`src/rtl/matmul_seq_pkg.sv`:
```
// matmul_seq_pkg: controller state encoding and result-width helper shared by the matmul_seq blocks.
package matmul_seq_pkg;

   typedef enum logic [2:0] {IDLE, LOAD_A, LOAD_B, COMPUTE, OUT} state_t;

   // A sum of n products of dw-bit operands needs clog2(n) guard bits; keep at least one.
   function automatic int acc_w(input int n, input int dw);
      return 2 * dw + ((n > 1) ? $clog2(n) : 1);
   endfunction

endpackage

```
`src/rtl/matmul_mac_unit.sv`:
```
// matmul_mac_unit: one multiply-accumulate per enabled cycle; clear restarts the sum.
// Operands are two's complement when MATMUL_SEQ_SIGNED_EN is defined, unsigned otherwise.
module matmul_mac_unit #(
   parameter int DW    = 32,
   parameter int ACC_W = 65
) (
   input  logic             clk,
   input  logic             reset_n,
   input  logic [DW-1:0]    a,
   input  logic [DW-1:0]    b,
   input  logic             clear,
   input  logic             en,
   output logic [ACC_W-1:0] acc
);
`ifdef MATMUL_SEQ_SIGNED_EN
   localparam bit SGN = 1'b1;
`else
   localparam bit SGN = 1'b0;
`endif
   logic            sa, sb;
   logic [2*DW-1:0] prod;
   logic [ACC_W-1:0] prod_ext;
   // Extending both operands to 2*DW makes the low half of the product exact in either mode.
   assign sa       = SGN && a[DW-1];
   assign sb       = SGN && b[DW-1];
   assign prod     = {{DW{sa}}, a} * {{DW{sb}}, b};
   assign prod_ext = {{(ACC_W-2*DW){SGN && prod[2*DW-1]}}, prod};
   always_ff @(posedge clk or negedge reset_n)
      if (!reset_n) acc <= '0;
      else if (en) acc <= (clear ? '0 : acc) + prod_ext;
endmodule

```
`src/rtl/matmul_seq_ctrl.sv`:
```
// matmul_seq_ctrl: streams A then B in row-major order, computes C = A*B one MAC per cycle, streams C out.
// Define MATMUL_SEQ_SIGNED_EN for two's-complement operands and results.
module matmul_seq_ctrl
   import matmul_seq_pkg::*;
#(
   parameter  int N     = 2,
   parameter  int DW    = 32,
   localparam int ACC_W = acc_w(N, DW)
) (
   input  logic             clk,
   input  logic             reset_n,
   input  logic             start,
   input  logic             in_valid,
   output logic             in_ready,
   input  logic [DW-1:0]    in_data,
   output logic             out_valid,
   input  logic             out_ready,
   output logic [ACC_W-1:0] out_data,
   output logic             busy,
   output logic             done
);
   localparam int IW = (N > 1) ? $clog2(N) : 1;
   localparam logic [IW-1:0] LAST = IW'(N - 1);

   if (N < 1 || N > 8) begin : g_bad_n
      $error("matmul_seq_ctrl: N must be in 1..8");
   end

   state_t        state, state_next;
   logic [IW-1:0] i, j, k;
   logic [DW-1:0] a_mem [N][N];
   logic [DW-1:0] b_mem [N][N];
   logic          in_fire, out_fire, row_end, mat_end, k_end;

   assign in_fire  = in_valid && (state == LOAD_A || state == LOAD_B);
   assign out_fire = out_ready && state == OUT;
   assign row_end  = j == LAST;
   assign mat_end  = row_end && i == LAST;
   assign k_end    = k == LAST;

   always_comb begin
      state_next = state;
      in_ready   = 1'b0;
      out_valid  = 1'b0;
      busy       = state != IDLE;
      case (state)
         IDLE:    if (start) state_next = LOAD_A;
         LOAD_A: begin
            in_ready = 1'b1;
            if (in_valid && mat_end) state_next = LOAD_B;
         end
         LOAD_B: begin
            in_ready = 1'b1;
            if (in_valid && mat_end) state_next = COMPUTE;
         end
         COMPUTE: if (k_end) state_next = OUT;
         OUT: begin
            out_valid = 1'b1;
            if (out_ready) state_next = mat_end ? IDLE : COMPUTE;
         end
         default: state_next = IDLE;
      endcase
   end

   // (i,j) walk row-major while loading and again while emitting; every pass ends back at (0,0).
   always_ff @(posedge clk or negedge reset_n)
      if (!reset_n) begin
         state <= IDLE;
         i     <= '0;
         j     <= '0;
         k     <= '0;
         done  <= 1'b0;
      end else begin
         state <= state_next;
         done  <= out_fire && mat_end;
         if (in_fire || out_fire) begin
            j <= row_end ? '0 : j + IW'(1);
            if (row_end) i <= mat_end ? '0 : i + IW'(1);
         end
         if (state == COMPUTE) k <= k_end ? '0 : k + IW'(1);
      end

   always_ff @(posedge clk)
      if (in_fire) begin
         if (state == LOAD_A) a_mem[i][j] <= in_data;
         else b_mem[i][j] <= in_data;
      end

   // The accumulator only moves in COMPUTE, so it doubles as the held result register in OUT.
   matmul_mac_unit #(.DW(DW), .ACC_W(ACC_W)) u_mac (
      .clk     (clk),
      .reset_n (reset_n),
      .a       (a_mem[i][k]),
      .b       (b_mem[k][j]),
      .clear   (k == '0),
      .en      (state == COMPUTE),
      .acc     (out_data)
   );
endmodule

```
`config.mk`:
```
export PLATFORM = sky130hd
export DESIGN_NAME = matmul_seq_ctrl
export DESIGN_NICKNAME = d
export VERILOG_FILES = /design/src/rtl/matmul_seq_pkg.sv /design/src/rtl/matmul_mac_unit.sv /design/src/rtl/matmul_seq_ctrl.sv
export SDC_FILE = /design/constraint.sdc
export NUM_CORES = 2
export LEC_CHECK = 0
export ABC_AREA = 1
export CAP_MARGIN = 10
export CORE_ASPECT_RATIO = 0.75
export CORE_MARGIN = 2
export CORE_UTILIZATION = 45
export CTS_CLUSTER_SIZE = 25
export DETAILED_ROUTE_END_ITERATION = 12
export PLACE_DENSITY = 0.72
export SETUP_SLACK_MARGIN = 0.5
export SLEW_MARGIN = 5
export SYNTH_ARGS = -nofsm -noshare
export SYNTH_HDL_FRONTEND = slang
export SYNTH_SLANG_ARGS = --single-unit
```
`constraint.sdc`:
```
create_clock -name clk -period 13.4 [get_ports clk]
set_input_delay 2.68 -clock clk [delete_from_list [all_inputs] [get_ports clk]]
set_output_delay 2.68 -clock clk [all_outputs]
set_load 0.03 [all_outputs]
```
==> qor.yml <==
global_route:
  antenna_found_initial: 1
  grt_usage_pct: 30.0
  grt_max_degree: 85
  use_met1_pct: 42.2
  grt_pass1_wl_um: 248000
  top_usage_layer: "met2"
  grt_util_met2_pct: 42.6
  met3_usage_pct: 11.0
  gr-total-overflow: 0
  grt_pass1_vias: 40100
clocking:
  clkTransAtPathRegs_ps: 60
  clkLatencyLatePin_ps: 600
  ctsHoldBuffers: 0
  cts_tree: "done"
  cts_resized: 0
  clockBufferDepth: 3
  clock-root-buffer: "clkbuf_16"
  htreeDepth: 2
  post_cts_buffers: 0
  cts_sinks: 328
  cts_buffers: 37
worst_setup_path:
  crit_fanout: 67
  cp_slowest_cell: "a32oi_2"
  slowest_delay_ps: 790
  cp-start-kind: "flop"
  ff2ff_setup_slack_ps: 3310
  worstPathRequired_ps: 13890
  setup.worst_path.end_class: "flop"
  arrival_ps: 10580
  worst_path_most_repeated_cell: "fa_1"
  crit_type: "flop to flop"
cells_and_area:
  register_area_sq_mm: 0.00949
  syn_to_final_growth_pct: 7.37
  multi_input_area_sq_mm: 0.0330
  final_cell_mix: "1456 x nand2_1, 1407 x inv_1, 961 x fa_1"
  drive_above_1_share_pct: 4.39
  layout_commonest_cell: "nand2_1"
  diodes: 0
  fin_nets: 6914
  fillers: 10000
floorplan:
  start_util_pct: 45.5
  dieWidth_um: 385
  die_h_um: 290
  rows: 104
  dieArea_sq_mm: 0.112
  core_sq_mm: 0.108
  ios: 106
synth:
  synthesis.nets: 6921
  yosysWarnings: 0
  ys_types: 29
  syn_inst: 5675
  avgSynthCellArea_sq_um: 8.63
  yosys_register_bits: 328
  ys_seq_area_share_pct: 19.4
  netlist_area_sq_mm: 0.0490
sta:
  period_share_pct: 75.3
  max_freq_mhz: 99.1
  worst_pin_slew_ps: 1220
  tns_ps: 0
  clock_skew_ps: 36.4
  slew_viol_final: 0
  min_period_ps: 10090
  relSlewSlack_pct: 18.4
  setup_viol: 0
  rsz0062_at_grt: "false"
  hold_viol_final: 0
routing:
  viasPerCell: 5.35
  drt-initial-drc-count: 4247
  drc: 0
  drtPass1Iterations: 6
  vias: 38100
  routed_wl_um: 161000
  routedWlPerCell_um: 22.6
  drt.antenna.violating_nets: 0
status:
  outcome: "complete, no violations"
placement:
  gp_congestion: 1.04
  hpwl_um: 129000
  port_buffers: 105
hold_path:
  hold_path_class: "flop to flop"
run:
  cap_viol_max_count: 0
-- path summary, 6_finish.rpt --
kind / from / to / depth (start not counted)
hold / removal: u_mac.acc[13]$_DFFE_PN0N_ / u_mac.acc[13]$_DFFE_PN0N_ / 2
setup / recovery: k$_DFFE_PN0N_ / u_mac.acc[55]$_DFFE_PN0N_ / 29
setup reg to reg: k$_DFFE_PN0N_ / u_mac.acc[55]$_DFFE_PN0N_ / 29
min in group asynchronous: reset_n / u_mac.acc[64]$_DFFE_PN0N_ / 1
max in group asynchronous: reset_n / k$_DFFE_PN0N_ / 2
hold reg to reg: u_mac.acc[13]$_DFFE_PN0N_ / u_mac.acc[13]$_DFFE_PN0N_ / 2
-- critical path: cells and delay by family, from the launching register on --
kind / cells / cell delay (ps)
AOI/OAI and AO/OA: 2 / 900
adders and majority gates: 9 / 4400
buffers and inverters: 7 / 2150
DFF: 1 / 490
and+or+nand+nor: 11 / 1920
-- cell usage after synthesis --
| master | n | share of area, % |
|---|---|---|
| nand2_1 | 1456 | 11 |
| inv_1 | 1408 | 11 |
| fa_1 | 961 | 39 |
| nor2_1 | 626 | 4.8 |
| edfxtp_1 | 256 | 16 |
| ha_1 | 248 | 6.3 |
| buf_2 | 153 | 1.6 |
| a21oi_1 | 110 | 1.1 |
| nand3_1 | 95 | 0.97 |
| dfrtp_1 | 72 | 3.7 |
| inv_2 | 54 | 0.41 |
| a32oi_2 | 34 | 1.1 |
| clkbuf_1 | 33 | 0.25 |
| o21ai_0 | 27 | 0.28 |
| a32oi_1 | 20 | 0.36 |
| xnor2_1 | 20 | 0.36 |
| nor3_1 | 15 | 0.15 |
| nand3b_1 | 12 | 0.18 |
| a32oi_4 | 10 | 0.56 |
| buf_1 | 10 | 0.077 |
| buf_4 | 10 | 0.15 |
| nand4_1 | 10 | 0.13 |
| or2_2 | 10 | 0.13 |
| buf_6 | 9 | 0.21 |
| o21bai_1 | 5 | 0.077 |
| xor2_1 | 4 | 0.072 |
| and2_1 | 3 | 0.038 |
| nor4_1 | 3 | 0.038 |
| o211ai_1 | 1 | 0.015 |
-- layer usage --
metal | up-vias | routed length (um)
met2 | 2361 | 65500
met3 | 301 | 23200
li1 | 16400 | -
met5 | - | 12
met4 | 2 | 6330
met1 | 19000 | 65800
-- metrics by stage --
stage               cell area [sq um]  hold slack, ps  setup slack (ps)  cells  util, %
floorplan                       49000             500              6180   5675        -
global placement                51300             492              3600   7060     47.7
detailed placement              51300             493              3580   7060     47.7
CTS                             52600             511              3520   7128     48.9
global route                    52600             547              2910   7128     48.9
finish                          52600             510              3310   7128     48.9
-- flip-flops by register name, summed over array words and instances (netlist names) --
| name | cells |
|---|---|
| k | 1 |
| u_mac.acc | 65 |
| j | 1 |
| state | 3 |
| i | 1 |
| b_mem | 128 |
| a_mem | 128 |
| done | 1 |
-- area by class of cell --
type | count | share of cell area (%)
multi-input cells | 3670 | 62.8
flip-flops and latches | 328 | 18.1
inverters | 1462 | 10.4
well taps | 1431 | 3.40
repair buffers | 169 | 2.91
clock buffers | 47 | 1.87
clock inverters | 21 | 0.516
-- cells by family (layout without fill, tap and decap cells) --
group / after synthesis / after routing / synth area share [%]
AOI/OAI and AO/OA: 207 / 207 / 3.54
xor gates and xnor gates: 24 / 24 / 0.429
adders and majority gates: 1209 / 1209 / 45.6
buffers and inverters: 1677 / 1699 / 13.5
DFF: 328 / 328 / 19.4
and+or+nand+nor: 2230 / 2230 / 17.6
Power is not shown: default switching activity piles up to over one toggle a cycle in this logic, so the estimate is an artifact.
